<file path="src/rtl/pd_deser.sv">
// Serial-to-parallel reader for the 1-bit pd pipe: gathers LSB-first bits into
// WIDTH-bit words on a registered valid/ready port. Define PD_DESER_PARITY_EN for a trailing even-parity bit and o_perr.
module pd_deser #(
  parameter int WIDTH = 8,
  parameter int CNT_W = 6
) (
  input  logic             clk,
  input  logic             rst,
  input  logic             in_pvld,
  input  logic             in_pd,
  output logic             in_prdy,
  output logic             o_pvld,
  output logic [WIDTH-1:0] o_pd,
  input  logic             o_prdy
`ifdef PD_DESER_PARITY_EN
  ,
  output logic             o_perr
`endif
);

`ifdef PD_DESER_PARITY_EN
  localparam int LAST_I = WIDTH;
`else
  localparam int LAST_I = WIDTH - 1;
`endif
  localparam logic [CNT_W-1:0] LAST = CNT_W'(LAST_I);

  logic [CNT_W-1:0] bit_cnt;
  logic [WIDTH-1:0] sreg;
  logic [WIDTH-1:0] next_word;
  logic             in_beat;
  logic             last_beat;

  // Handshake: a beat happens on any edge where valid & ready are both high.
  // Only the final bit of a word can stall, and only while the output holds an undrained word.
  assign in_prdy   = rst & ((bit_cnt != LAST) | ~o_pvld | o_prdy);
  assign in_beat   = in_pvld & in_prdy;
  assign last_beat = in_beat & (bit_cnt == LAST);

  // The parity beat (bit_cnt == WIDTH) matches no data position, so it leaves the word untouched.
  always_comb begin
    next_word = sreg;
    for (int i = 0; i < WIDTH; i++) begin
      if (bit_cnt == CNT_W'(i)) next_word[i] = in_pd;
    end
  end

  always_ff @(posedge clk) begin
    if (!rst) begin
      bit_cnt <= '0;
      sreg    <= '0;
      o_pvld  <= 1'b0;
      o_pd    <= '0;
`ifdef PD_DESER_PARITY_EN
      o_perr  <= 1'b0;
`endif
    end else begin
      if (in_beat) begin
        sreg    <= next_word;
        bit_cnt <= last_beat ? '0 : bit_cnt + 1'b1;
      end
      if (last_beat) begin
        o_pvld <= 1'b1;
        o_pd   <= next_word;
`ifdef PD_DESER_PARITY_EN
        o_perr <= (^sreg) ^ in_pd;
`endif
      end else if (o_prdy) begin
        o_pvld <= 1'b0;
      end
    end
  end

endmodule

</file>
<file path="config.mk">
export PLATFORM = sky130hd
export DESIGN_NAME = pd_deser
export DESIGN_NICKNAME = d
export VERILOG_FILES = /design/src/rtl/pd_deser.sv
export SDC_FILE = /design/constraint.sdc
export NUM_CORES = 1
export LEC_CHECK = 0
export CAP_MARGIN = 10
export CORE_AREA = 4 4 53 55
export CTS_CLUSTER_DIAMETER = 80
export CTS_CLUSTER_SIZE = 25
export DETAILED_ROUTE_END_ITERATION = 6
export DIE_AREA = 0 0 57 59
export PLACE_DENSITY_LB_ADDON = 0.12
export SLEW_MARGIN = 20
export SYNTH_ARGS = -nofsm -noshare
export SYNTH_HDL_FRONTEND = slang
export SYNTH_SLANG_ARGS = --single-unit
</file>
<file path="constraint.sdc">
create_clock -name clk -period 1.8 [get_ports clk]
set_clock_uncertainty 0.1 [all_clocks]
set_input_delay 0.27 -clock clk [delete_from_list [all_inputs] [get_ports clk]]
set_output_delay 0.27 -clock clk [all_outputs]
set_load 0.05 [all_outputs]
</file>
== Yosys cells after proc, flatten, opt, wreduce, memory -nomap -nowiden ==
Index checks and enable logic that the tools add are counted.

* Logic and storage cells: 32
* Output and inout port bits: 10
* Bits of input ports: 5
* Register bits: 23
* Bits in latches: 0
* Bits in writable memories: 0
* Bits in read-only memories: 0
* Memories kept: 0

* $add $sub $neg: 1
* Bitwise gates (word level): 6
* $lt $le $gt $ge: 0
* Equal/unequal tests: 8
* Reductions and logical operators: 2
* Mux-type cells: 11
* Multipliers: 0
* Shift operators: 0
* Divide/modulo/power cells: 0

{| class="wikitable"
|+ Operators with widths
! kind !! number
|-
| == test 6 x 3 -> 1 bit (second input constant) || 4
|-
| == test 6 x 2 -> 1 bit (second input constant) || 2
|-
| 2-to-1 mux 1 bit || 10
|-
| adder 6 x 1 -> 6 bit (second input constant) || 1
|-
| == test 6 x 1 -> 1 bit (second input constant) || 1
|-
| logical NOT 6 bit || 1
|-
| 2-to-1 mux 6 bit || 1
|-
| != test 6 x 3 -> 1 bit (second input constant) || 1
|-
| bitwise AND 1 bit || 3
|-
| OR 1 bit || 2
|-
| nonzero test 2 bit || 1
|-
| inverter 1 bit || 1
|}

== Longest topological paths before layout ==
* Word-level depth: 7
* Depth in mapped cells: 6

== Worst setup path after synthesis ==
OpenSTA, ideal clock, no wires.

* Path type: reg2reg
* Start: register bit_cnt[3]
* End: register o_pd[5]
* Buffers on the path: 2
* Arrival time: 1.587 ns
* Setup slack: -0.004 ns
* Stages on the path, launching flop included: 7
* Data required time: 1.584 ns
* Period minus slack after synthesis: 1.804 ns
* Path through: dfxtp_1 -> or4b_1 -> buf_4 -> nor3_4 -> buf_6 -> nand2_1 -> o211a_1

* Word-level cells in the longest chain between the ends: 6
* Elaborated cells on any way between the ends: 9
* Classes of those cells: eq/ne: 3; mux: 1; bitwise: 5

{| class="wikitable"
|+ RTL lines
! what !! line !! RTL
|-
| from (decl) || 28 || <nowiki>logic [CNT_W-1:0] bit_cnt;</nowiki>
|-
| from (signal assigned) || 60 || <nowiki>bit_cnt <= last_beat ? '0 : bit_cnt + 1'b1;</nowiki>
|-
| != test 6 x 3 -> 1 bit || 36 || <nowiki>assign in_prdy = rst & ((bit_cnt != LAST) | ~o_pvld | o_prdy);</nowiki>
|-
| OR 1 bit (2 in a row) || 36 ||
|-
| bitwise AND 1 bit || 36 ||
|-
| bitwise AND 1 bit || 37 || <nowiki>assign in_beat = in_pvld & in_prdy;</nowiki>
|-
| bitwise AND 1 bit || 38 || <nowiki>assign last_beat = in_beat & (bit_cnt == LAST);</nowiki>
|-
| to (signal assigned) || 64 || <nowiki>o_pd <= next_word;</nowiki>
|-
| to (decl) || 13 || <nowiki>output logic [WIDTH-1:0] o_pd,</nowiki>
|}

Several ways; a longest one is shown, not always the timed one.
A chain may end at the register's enable or synchronous reset.

== Worst setup path in the final report ==
* Start: register bit_cnt[5]
* End: output port in_prdy

* Word-level cells in the longest chain between the ends: 4

{| class="wikitable"
|+ RTL lines
! what !! line !! RTL
|-
| != test 6 x 3 -> 1 bit || 36 ||
|-
| OR 1 bit (2 in a row) || 36 ||
|-
| bitwise AND 1 bit || 36 ||
|-
| to (decl) || 11 || <nowiki>output logic in_prdy,</nowiki>
|}

No other way between the ends.

==> results.toml <==
[finish]
area_growth_pct = 32.0
design_area_sq_um = 1410
final_layout_size_suffix_gt1_share_pct = 29.2
antenna-diode-count = 0
fin_cells = 174
fin_nets = 154

[synthesis]
synthArstFlopShare_pct = 0
ys_types = 31
ys_seq_area_share_pct = 41.1
syn_avg_cell_area_sq_um = 9.48
synthTopCellsByCount = "22 x dfxtp_1, 18 x nand2_1, 14 x mux2i_1"
synth-seq-cells = 22
netlist_area_sq_um = 1070
synth_nets = 122
yosys_most_used_dff = "dfxtp_1"
synthTopCellsByArea = "dfxtp_1 41%, mux2i_1 13%, nand2_1 6.3%"
synth_edf_count = 0
yosysMostFrequentCell = "dfxtp_1"
synth_cells = 113
yosysTopAreaCell = "dfxtp_1"
synth_top_cell_area_share_pct = 41.1
ys_warn_count = 0

[sta]
fin_tns_setup_ns = -0.326
maxSlewHeadroom_pct = 73.9
hold_viol = 0
finalMaxSlewViolations = 0
setup_viol = 8
fmax_mhz = 526
worst_slew_pin_slew_ns = 0.390
min_period_ns = 1.90
fin_crit_sh_pct = 106
setup_slack_ns = -0.0994
rsz0062_at_grt = "yes"

[cts]
cts_root_buf = "clkbuf_4"
clk_pin_slew_ns = 0.11
clock_latency_ns = 0.29
cts_inserted_buffers = 3
htree_levels = 1
cts_sinks = 22
clk_path_buf_depth = 2
cts_hold_buffers = 0
cts_tree = "built"

[floorplan]
start_util_pct = 44.9
dieArea_sq_um = 3360
fp.dieH_um = 59
row_count = 18
coreArea_sq_um = 2390
die_w_um = 57
io_pins = 15

[critical_path]
cp_top_family = "simple AND/OR/NAND/NOR gates"
critPathCaptureType = "output pin"
arrival_ns = 1.53
r2r-start = "bit_cnt[5]$_SDFFE_PN0N_"
reg2regPathDepth = 6
rrSetupSlack_ns = -0.04
slowest_stage = "or4b_4"
max_stage_delay_ns = 0.54
crit_chain = "or4b_4 -> o21a_1 -> buf_12"
worst-path-buf-inv = 1
cp-start-kind = "flop"
crit_path_start = "bit_cnt[5]$_SDFFE_PN0N_"
crit_path_max_fanout = 2
cp.required_ns = 1.43
r2r_end = "bit_cnt[2]$_SDFFE_PN0N_"
criticalPathCategory = "flop to output pin"

[worst_hold_path]
whs_endpoint = "sreg[1]$_SDFFE_PN0N_"
min_path_cells = 2
hp-class = "flop to flop"
min-delay-start = "sreg[1]$_SDFFE_PN0N_"

[power]
leakage_nw = 0.648
peakVddDrop_mv = 0.494
total_power_mw = 0.854
powerDensity_nw_per_um2 = 604

[run_status]
violations = "negative setup slack"
status = "complete, but fails checks"

[routing]
num_vias = 873
first_iter_violations = 16
antenna_left = 0
vias_per_cell = 5.02
wl_per_cell_um = 12.2
drt_pre_antenna_iters = 4
routed_wl_um = 2120
drc = 0

[global_routing]
grtUsageTotal_pct = 13.9
grt_pass1_wl_um = 3670
grt_overflow = 0
grt_pass1_vias = 872
antenna_found_initial = 0
grt_max_degree = 18

[placed_design]
gp_congestion = 0.837
dpl.cell_count = 168
dp_hpwl_um = 1600
port-buffer-count = 14
postPlaceCellArea_sq_um = 1340

[job]
drv_cap = 0
-- kinds of logic after synthesis --
family                   synth area share (%)
AO/OA/AOI/OAI                            14.4
XOR/XNOR                                 3.27
adder cells (fa/ha/maj)                  4.67
buffers and inverters                    4.91
flip-flops                               41.1
multiplexers                             13.1
AND/OR/NAND/NOR                          18.6
-- layer usage --
metal	vias up	share of wire, %	GRT usage, %
met5	-	0	0
met4	0	0.71	4.64
met3	2	2.7	3.27
met2	10	47	24.8
met1	406	49	16.4
li1	455	-	-
-- cell usage in the layout, fill, tap and decap left out, types with 2 or more instances in the layout --
master | netlist | layout
ha_1 | 4 | 3
nand2_1 | 18 | 18
dfxtp_1 | 22 | 21
nor2_1 | 5 | 5
a21oi_1 | 5 | 4
o21a_1 | 2 | 2
mux2i_1 | 14 | 14
o21ai_0 | 4 | 4
buf_4 | 1 | 28
buf_12 | 0 | 2
xor2_1 | 3 | 3
nor2b_1 | 2 | 2
inv_1 | 2 | 2
clkdlybuf4s50_1 | 0 | 4
nand3_1 | 5 | 5
clkbuf_4 | 0 | 3
o211a_1 | 5 | 4
-- through the flow --
step	hold slack, ns	util, %	worst slack (ns)
2_1_floorplan	0.334	-	0.0178
3_5_place_dp	0.352	56.1	-0.0559
4_1_cts	0.369	58.5	-0.116
5_1_grt	0.403	59.2	-0.143
3_3_place_gp	0.342	56.1	-0.0608
6_report	0.366	59.2	-0.0994
-- worst max-delay path by stage --
stage | to | cells past startpoint
2_1_floorplan | sreg[3]$_SDFFE_PN0N_ | 5
3_3_place_gp | sreg[6]$_SDFFE_PN0N_ | 5
3_5_place_dp | sreg[6]$_SDFFE_PN0N_ | 5
4_1_cts | in_prdy | 3
5_1_grt | in_prdy | 3
6_report | in_prdy | 3
-- report_power, final --
group          switching (mW)  leakage (nW)  internal (mW)
logic                  0.0486         0.448         0.0500
registers             0.00410         0.178          0.494
clock network           0.135        0.0210          0.123
total                   0.187         0.648          0.667
-- tightest hold or removal path, delay by kind of cell, from the launching register on --
kind | cells | cell delay (ns)
flip-flops | 1 | 0.33
multiplexers | 1 | 0.05
AND/OR/NAND/NOR | 1 | 0.05
-- timing repair --
action,CTS,global route
buffers inserted,1,1
setup endpoints to repair,13,12
resized for setup,4,2
pin swaps,3,1
-- cell type report --
class | instances | area, sq um
Clock buffer | 4 | 36.3
Fill cell | 215 | 973
Inverter | 2 | 7.51
Multi-Input combinational cell | 82 | 601
Sequential cell | 22 | 442
Tap cell | 30 | 37.5
Timing Repair Buffer | 34 | 290
-- registers in the layout, indices dropped and copies added (netlist names) --
name and count:
o_pvld 1, bit_cnt 6, o_pd 8, sreg 7
(Power assumes the default switching activity.)
